<file path="config.mk">
export PLATFORM = sky130hd
export DESIGN_NAME = execute_muldiv
export DESIGN_NICKNAME = d
export VERILOG_FILES = /design/src/rtl/execute_muldiv.sv
export SDC_FILE = /design/constraint.sdc
export NUM_CORES = 2
export LEC_CHECK = 0
export CORE_ASPECT_RATIO = 2
export CORE_MARGIN = 1.5
export CORE_UTILIZATION = 33
export DETAILED_ROUTE_END_ITERATION = 16
export PLACE_DENSITY = 0.5
export SETUP_SLACK_MARGIN = 0.3
export SLEW_MARGIN = 30
export SYNTH_ARGS = -nofsm -noshare
export SYNTH_HDL_FRONTEND = slang
export SYNTH_SLANG_ARGS = --single-unit
</file>
<file path="constraint.sdc">
create_clock -name clk -period 20.1 [get_ports clk]
set_clock_uncertainty 0.05 [all_clocks]
set_input_delay 5.025 -clock clk [delete_from_list [all_inputs] [get_ports clk]]
set_output_delay 5.025 -clock clk [all_outputs]
set_load 0.005 [all_outputs]
</file>
<file path="src/rtl/execute_muldiv.sv">
// Execute stage: operand select, ALU decode, ALU/shifter and an iterative mult/div unit with HI/LO.
// Latency: single-cycle ops give out_valid in the next cycle; mult/div give out_valid WIDTH+1 cycles after accept.
// Backpressure: in_ready drops from the cycle after a mult/div accept through its DONE cycle, which stalls decode.
//
// Ports:
//   clk, rst                  clock (rising edge) and asynchronous active-high reset
//   in_valid / in_ready       decode handshake; accept = in_valid && in_ready
//   read_data1, read_data2    rs / rt operands
//   immediate                 extended immediate; bits [10:6] carry shamt
//   funct, alu_op, alu_src    R-type function field, operation class, operand-B select
//   out_valid                 one-cycle pulse qualifying alu_result / zero
//   alu_result, zero          registered result and its zero flag
//   hi, lo                    HI / LO registers
//   busy                      mult/div in progress
module execute_muldiv #(
    parameter int WIDTH   = 32,
    parameter int SHAMT_W = 5
) (
    input  logic             clk,
    input  logic             rst,
    input  logic             in_valid,
    output logic             in_ready,
    input  logic [WIDTH-1:0] read_data1,
    input  logic [WIDTH-1:0] read_data2,
    input  logic [WIDTH-1:0] immediate,
    input  logic [5:0]       funct,
    input  logic [2:0]       alu_op,
    input  logic             alu_src,
    output logic             out_valid,
    output logic [WIDTH-1:0] alu_result,
    output logic             zero,
    output logic [WIDTH-1:0] hi,
    output logic [WIDTH-1:0] lo,
    output logic             busy
);

    typedef enum logic [1:0] {
        S_IDLE = 2'd0,
        S_MUL  = 2'd1,
        S_DIV  = 2'd2,
        S_DONE = 2'd3
    } state_t;

    state_t             r_state;
    logic [WIDTH-1:0]   r_alu_result;
    logic               r_zero;
    logic               r_out_valid;
    logic [WIDTH-1:0]   r_hi;
    logic [WIDTH-1:0]   r_lo;

    // Iteration registers: r_acc is the running upper half (product) or
    // partial remainder (divide); r_mlo holds the multiplier / quotient bits.
    logic [WIDTH-1:0]   r_acc;
    logic [WIDTH-1:0]   r_mlo;
    logic [WIDTH-1:0]   r_opb;
    logic [SHAMT_W-1:0] r_cnt;
    logic               r_neg_res;
    logic               r_neg_rem;
    logic               r_div0;
    logic [WIDTH-1:0]   r_dividend;

    logic               w_accept;
    logic [WIDTH-1:0]   w_opb;
    logic [WIDTH-1:0]   w_sum;
    logic [WIDTH-1:0]   w_diff;
    logic [WIDTH-1:0]   w_slt;
    logic [WIDTH-1:0]   w_sltu;
    logic [WIDTH-1:0]   w_imm_sh;
    logic               w_unused_imm;
    logic [SHAMT_W-1:0] w_shamt_i;
    logic [SHAMT_W-1:0] w_shamt_v;
    logic [WIDTH-1:0]   w_alu;
    logic               w_is_mthi;
    logic               w_is_mtlo;
    logic               w_md_start;
    logic               w_md_div;
    logic               w_md_signed;
    logic [WIDTH-1:0]   w_mag_a;
    logic [WIDTH-1:0]   w_mag_b;

    assign in_ready   = (r_state == S_IDLE);
    assign busy       = (r_state != S_IDLE);
    assign out_valid  = r_out_valid;
    assign alu_result = r_alu_result;
    assign zero       = r_zero;
    assign hi         = r_hi;
    assign lo         = r_lo;

    assign w_accept = in_valid && in_ready;

    // ------------------------------------------------------------------
    // Single-cycle ALU
    // ------------------------------------------------------------------
    assign w_opb  = alu_src ? read_data2 : immediate;
    assign w_sum  = read_data1 + w_opb;
    assign w_diff = read_data1 - w_opb;
    assign w_slt  = {{(WIDTH-1){1'b0}}, ($signed(read_data1) < $signed(w_opb))};
    assign w_sltu = {{(WIDTH-1){1'b0}}, (read_data1 < w_opb)};

    // shamt sits at immediate[10:6]; only the low SHAMT_W bits are meaningful.
    assign w_imm_sh     = immediate >> 6;
    assign w_shamt_i    = w_imm_sh[SHAMT_W-1:0];
    assign w_unused_imm = ^w_imm_sh[WIDTH-1:SHAMT_W];
    assign w_shamt_v    = read_data1[SHAMT_W-1:0];

    always_comb begin
        w_alu       = '0;
        w_is_mthi   = 1'b0;
        w_is_mtlo   = 1'b0;
        w_md_start  = 1'b0;
        w_md_div    = 1'b0;
        w_md_signed = 1'b0;
        case (alu_op)
            3'b000, 3'b111: w_alu = w_sum;
            3'b001:         w_alu = w_diff;
            3'b011:         w_alu = read_data1 & w_opb;
            3'b100:         w_alu = read_data1 | w_opb;
            3'b101:         w_alu = w_slt;
            3'b110:         w_alu = w_opb << (WIDTH / 2);
            3'b010: begin
                case (funct)
                    6'h20, 6'h21: w_alu = w_sum;
                    6'h22, 6'h23: w_alu = w_diff;
                    6'h24:        w_alu = read_data1 & w_opb;
                    6'h25:        w_alu = read_data1 | w_opb;
                    6'h26:        w_alu = read_data1 ^ w_opb;
                    6'h27:        w_alu = ~(read_data1 | w_opb);
                    6'h2A:        w_alu = w_slt;
                    6'h2B:        w_alu = w_sltu;
                    6'h00:        w_alu = read_data2 << w_shamt_i;
                    6'h02:        w_alu = read_data2 >> w_shamt_i;
                    6'h03:        w_alu = $signed(read_data2) >>> w_shamt_i;
                    6'h04:        w_alu = read_data2 << w_shamt_v;
                    6'h06:        w_alu = read_data2 >> w_shamt_v;
                    6'h07:        w_alu = $signed(read_data2) >>> w_shamt_v;
                    6'h10:        w_alu = r_hi;
                    6'h12:        w_alu = r_lo;
                    6'h11: begin
                        w_alu     = read_data1;
                        w_is_mthi = 1'b1;
                    end
                    6'h13: begin
                        w_alu     = read_data1;
                        w_is_mtlo = 1'b1;
                    end
                    6'h18: begin
                        w_md_start  = 1'b1;
                        w_md_signed = 1'b1;
                    end
                    6'h19: w_md_start = 1'b1;
                    6'h1A: begin
                        w_md_start  = 1'b1;
                        w_md_div    = 1'b1;
                        w_md_signed = 1'b1;
                    end
                    6'h1B: begin
                        w_md_start = 1'b1;
                        w_md_div   = 1'b1;
                    end
                    default: w_alu = '0;
                endcase
            end
            default: w_alu = '0;
        endcase
    end

    // Signed variants iterate on magnitudes; the sign is restored at the end.
    assign w_mag_a = (w_md_signed && read_data1[WIDTH-1]) ? -read_data1 : read_data1;
    assign w_mag_b = (w_md_signed && read_data2[WIDTH-1]) ? -read_data2 : read_data2;

    // ------------------------------------------------------------------
    // One iteration of shift-add multiply / restoring divide
    // ------------------------------------------------------------------
    logic [WIDTH:0]     w_mul_sum;
    logic [WIDTH-1:0]   w_mul_acc;
    logic [WIDTH-1:0]   w_mul_lo;
    logic [WIDTH:0]     w_div_sh;
    logic               w_div_ge;
    logic [WIDTH-1:0]   w_div_sub;
    logic [WIDTH-1:0]   w_div_acc;
    logic [WIDTH-1:0]   w_div_lo;
    logic [WIDTH-1:0]   w_step_acc;
    logic [WIDTH-1:0]   w_step_lo;
    logic [2*WIDTH-1:0] w_prod;
    logic [2*WIDTH-1:0] w_prod_fix;
    logic [WIDTH-1:0]   w_fin_hi;
    logic [WIDTH-1:0]   w_fin_lo;

    // Add the multiplicand into the upper half when the current multiplier
    // bit is set, then shift the whole {carry, upper, lower} right by one.
    assign w_mul_sum = {1'b0, r_acc} + {1'b0, (r_mlo[0] ? r_opb : {WIDTH{1'b0}})};
    assign w_mul_acc = w_mul_sum[WIDTH:1];
    assign w_mul_lo  = {w_mul_sum[0], r_mlo[WIDTH-1:1]};

    // Shift the next dividend bit into the partial remainder and subtract the
    // divisor if it fits. The remainder is always below the divisor, so the
    // subtraction result fits in WIDTH bits.
    assign w_div_sh  = {r_acc, r_mlo[WIDTH-1]};
    assign w_div_ge  = (w_div_sh >= {1'b0, r_opb});
    assign w_div_sub = w_div_sh[WIDTH-1:0] - r_opb;
    assign w_div_acc = w_div_ge ? w_div_sub : w_div_sh[WIDTH-1:0];
    assign w_div_lo  = {r_mlo[WIDTH-2:0], w_div_ge};

    assign w_step_acc = (r_state == S_DIV) ? w_div_acc : w_mul_acc;
    assign w_step_lo  = (r_state == S_DIV) ? w_div_lo  : w_mul_lo;

    assign w_prod     = {w_mul_acc, w_mul_lo};
    assign w_prod_fix = r_neg_res ? -w_prod : w_prod;

    // Final HI/LO, computed from the last iteration's next-state values so
    // they can be registered on the same edge that enters DONE.
    always_comb begin
        w_fin_hi = w_prod_fix[2*WIDTH-1:WIDTH];
        w_fin_lo = w_prod_fix[WIDTH-1:0];
        if (r_state == S_DIV) begin
            if (r_div0) begin
                w_fin_hi = r_dividend;
                w_fin_lo = '1;
            end else begin
                w_fin_hi = r_neg_rem ? -w_div_acc : w_div_acc;
                w_fin_lo = r_neg_res ? -w_div_lo  : w_div_lo;
            end
        end
    end

    // ------------------------------------------------------------------
    // Control FSM with registered outputs
    // ------------------------------------------------------------------
    always_ff @(posedge clk or posedge rst) begin
        if (rst) begin
            r_state      <= S_IDLE;
            r_alu_result <= '0;
            r_zero       <= 1'b1;
            r_out_valid  <= 1'b0;
            r_hi         <= '0;
            r_lo         <= '0;
            r_acc        <= '0;
            r_mlo        <= '0;
            r_opb        <= '0;
            r_cnt        <= '0;
            r_neg_res    <= 1'b0;
            r_neg_rem    <= 1'b0;
            r_div0       <= 1'b0;
            r_dividend   <= '0;
        end else begin
            r_out_valid <= 1'b0;
            case (r_state)
                S_IDLE: begin
                    if (w_accept) begin
                        if (w_md_start) begin
                            r_state    <= w_md_div ? S_DIV : S_MUL;
                            r_acc      <= '0;
                            r_mlo      <= w_mag_a;
                            r_opb      <= w_mag_b;
                            r_cnt      <= '0;
                            r_neg_res  <= w_md_signed & (read_data1[WIDTH-1] ^ read_data2[WIDTH-1]);
                            r_neg_rem  <= w_md_signed & read_data1[WIDTH-1];
                            r_div0     <= (read_data2 == '0);
                            r_dividend <= read_data1;
                        end else begin
                            r_alu_result <= w_alu;
                            r_zero       <= (w_alu == '0);
                            r_out_valid  <= 1'b1;
                            if (w_is_mthi) r_hi <= read_data1;
                            if (w_is_mtlo) r_lo <= read_data1;
                        end
                    end
                end
                S_MUL, S_DIV: begin
                    r_acc <= w_step_acc;
                    r_mlo <= w_step_lo;
                    r_cnt <= r_cnt + 1'b1;
                    // r_cnt all ones marks the WIDTH-th iteration.
                    if (&r_cnt) begin
                        r_state      <= S_DONE;
                        r_hi         <= w_fin_hi;
                        r_lo         <= w_fin_lo;
                        r_alu_result <= w_fin_lo;
                        r_zero       <= (w_fin_lo == '0);
                        r_out_valid  <= 1'b1;
                    end
                end
                S_DONE:  r_state <= S_IDLE;
                default: r_state <= S_IDLE;
            endcase
        end
    end

endmodule
</file>
==> summary.txt <==
Antenna Violating Nets Remaining: 0
DR vias: 43078
pwr dens: 136 mW/mm^2
Cell Rows: 167
Crit. End Element: register
CTS clock-pin slew for the worst setup and hold paths: 70 ps
fraction of registers with async set/reset: 1.00
peak supply drop: 0.109 mV
Syn Nets: 5163
die area: 0.107 sq mm
crit path max fanout: 56
vias in the first global route: 41443
Netlist cell types: 113
post-synth top area share: 0.170
first-pass GRT wire length: 350000 microns
fin nets: 5205
P_int: 0.00212 W
final std cells w/o fill: 6294
final wirelength: 259000 microns
pin count of the biggest net entering global routing: 142
f_max: 87.5 MHz
Synth Cell Area: 0.0345 sq mm
final hold viol count: 0
actual slew at the worst max-slew pin: 1150 ps
clock share of power: 0.099
gpl congestion: 1.14
Hold/Removal Path Class: register to register
Psw: 0.00322 W
cts hold-fix bufs: 0
GR Overflow Total: 0
post-synth top area cell: dfrtp_1
compound-cell area share of the yosys netlist: 0.326
Port Buf Inserts: 208
Post-Place Cells: 6227
Max-Slew Margin vs Limit: 0.215
Max Slew Vio Count: 0
area grow syn2layout: 14.1%
critical path type: primary input to register
fin util: 0.380
fin crit period: 11430 ps
chip width: 232 microns
WP data required: 20630 ps
post-synthesis mux area share: 0.0635
combinational family with the most area after synthesis: compound AO/OA/AOI/OAI gates
final period utilization: 0.569
Max Cap Viol: 0
Total GRT Usage: 0.476
run status: finished, final reports clean
Clk Latency, worst-skew pair: 660 ps
post-place setup slack: 8330 ps
critical path arrival: 11960 ps
vias per cell: 6.84
overall power: 0.00534 W
DRC violations left: 0
simple-gate share of the synthesized area: 0.233
Gate Count Post-Synth: 4864
sequential share of power: 0.182
number of synthesized flops with an enable pin: 0
DRT iter0 DRCs: 4821
TritonCTS clock tree: done
WL per Instance: 41.2 microns
sequential cell area fraction in the yosys report: 0.171
# clock sinks: 236
reg2reg setup slack: 13260 ps
Initial Util: 0.333
Bufs on Longest Clock Path: 3
Detailed Routing Iterations Pass 1: 10
core box area: 0.104 sq mm
Leakage: 15.8 nW
Combinational Power Share: 0.719
HPWL after DPL: 204000 microns
H-tree levels: 1
Adder-Cell Fraction of Synth Area: 0.0697
cts bufs inserted: 24
synthesized-area fraction occupied by xor and xnor cells: 0.0755
Gates resized, CTS repair: 0
Synth Flop Type: dfrtp_1
Yosys Warn Count: 0
Post CTS Setup Buffer Count: 0
IO Count: 209
layout cells sized above 1: 0.0841
top cells by area, synth: dfrtp_1 17%, nand2_1 7.1%, ha_1 6.7%
fillcell total: 11356
clk root buf: clkbuf_16
final worst slack: 8670 ps
RSZ-0062 raised after global routing: no
Net Sw Frac: 0.602
Setup TNS Final: 0 ps
Die Y: 461 microns
startpoint class of the critical path: primary input
Setup-failing EPs final: 0
initial antenna violation count: 24
Avg Inst Size Synth: 7.10 sq um
Yosys reg bits: 236
[path summary, 6_finish.rpt]
check,startpoint,to,cells after the start
min reg2reg,r_opb[3],r_opb[3],2
max,funct[2],zero,17
min in group asynchronous,rst,r_mlo[17],2
min,r_opb[3],r_opb[3],2
max reg2reg,r_mlo[31],hi[10],19
max in group asynchronous,rst,r_opb[7],4
[worst max-delay path: stages]
cell and delay, ps:
clkdlybuf4s50_1 720, nor4b_4 280, buf_4 270, buf_4 400, nand2_1 330, a21oi_2 100
buf_4 260, nand2_1 490, nor2_1 420, a211oi_1 1030, o2111ai_1 590, o31ai_1 670
nand4_1 130, and4bb_1 330, nand4_1 190, or3b_1 430, o21ai_1 180
[cell usage in the layout (no fill, tap or decap), drive strengths merged, types with 28 or more instances in the layout]
cell type / n
a211oi: 78
nor4: 44
nor2: 374
nand2: 653
o31ai: 44
a211o: 28
o221ai: 34
nor3: 90
and2: 88
xnor2: 185
inv: 176
mux2: 42
dfrtp: 235
and3: 28
o211ai: 111
nand4: 34
a22o: 30
o21ai: 459
a31oi: 48
nand2b: 56
xor2: 113
ha: 186
nand3: 103
clkdlybuf4s50: 202
buf: 177
o22ai: 125
or3: 37
a221oi: 39
clkbuf: 35
nor2b: 74
a21o: 64
mux2i: 163
a22oi: 73
a21oi: 297
[power by group through the flow]
stage / logic (W) / registers [W] / clock network (W)
floorplan: 0.00215 / 0.000758 / 0
global placement: 0.00363 / 0.000954 / 0
detailed placement: 0.00365 / 0.000953 / 0
CTS: 0.00367 / 0.000947 / 0.000525
global route: 0.00397 / 0.000967 / 0.000540
finish: 0.00384 / 0.000970 / 0.000530
[sequential cells by signal, indices dropped and copies added, names as in the netlist]
signal / flops
alu_result: 32
lo: 32
r_dividend: 32
zero: 1
out_valid: 1
hi: 32
r_neg_rem: 1
r_state: 2
r_cnt: 5
r_div0: 1
r_acc: 32
r_mlo: 32
r_opb: 32
r_neg_res: 1
[stage by stage]
step | hold slack, ps | instance area (sq um)
after floorplan | 391 | 34500
after global placement | 411 | 38300
after detailed placement | 420 | 38400
after CTS | 436 | 39200
after global routing | 447 | 39400
final | 435 | 39400
[final cells by class]
type | instances | area, sq um | share of cell area
antenna | 19 | 47.5 | 0.00121
clock buffer | 33 | 694 | 0.0176
clock inverter | 10 | 125 | 0.00317
inverter | 176 | 668 | 0.0170
multi-input combinational | 4087 | 26900 | 0.682
sequential | 236 | 5910 | 0.150
tap | 1352 | 1690 | 0.0429
timing repair buffer | 381 | 3390 | 0.0860
[routing by layer]
metal  vias up  part of all wire  routed length, microns  global-route usage
met5         -           0.00026                      67                   0
met4        10              0.14                   36100               0.542
li1      17980                 -                       -                   -
met2      2911              0.47                  123000               0.796
met3      1173             0.071                   18500              0.0985
met1     21004              0.32                   81700               0.456
[Yosys cell counts, types with 32 or more instances]
| master | instances |
|---|---|
| nor2b_1 | 74 |
| nor3_1 | 85 |
| a31oi_1 | 48 |
| mux2i_1 | 163 |
| a21oi_1 | 296 |
| nand4_1 | 32 |
| buf_2 | 36 |
| a21o_1 | 64 |
| nor2_1 | 373 |
| nand3_1 | 103 |
| xor2_1 | 113 |
| mux2_2 | 41 |
| ha_1 | 186 |
| o22ai_1 | 125 |
| a211oi_1 | 76 |
| o31ai_1 | 44 |
| a22oi_1 | 72 |
| or3_1 | 37 |
| nand2_1 | 652 |
| nand2b_1 | 56 |
| nor4_1 | 43 |
| o221ai_1 | 34 |
| buf_1 | 40 |
| a221oi_1 | 38 |
| dfrtp_1 | 235 |
| inv_1 | 173 |
| xnor2_1 | 185 |
| clkbuf_1 | 282 |
| o21ai_0 | 444 |
| and2_1 | 86 |
| o211ai_1 | 110 |
[cell families after synthesis]
kind of cell             count (synthesis)
AO/OA/AOI/OAI                         1702
AND/OR/NAND/NOR                       1688
buffers and inverters                  541
XOR/XNOR                               298
flip-flops                             236
multiplexers                           209
adder cells (fa/ha/maj)                190
Power figures use the tool's default switching activity.
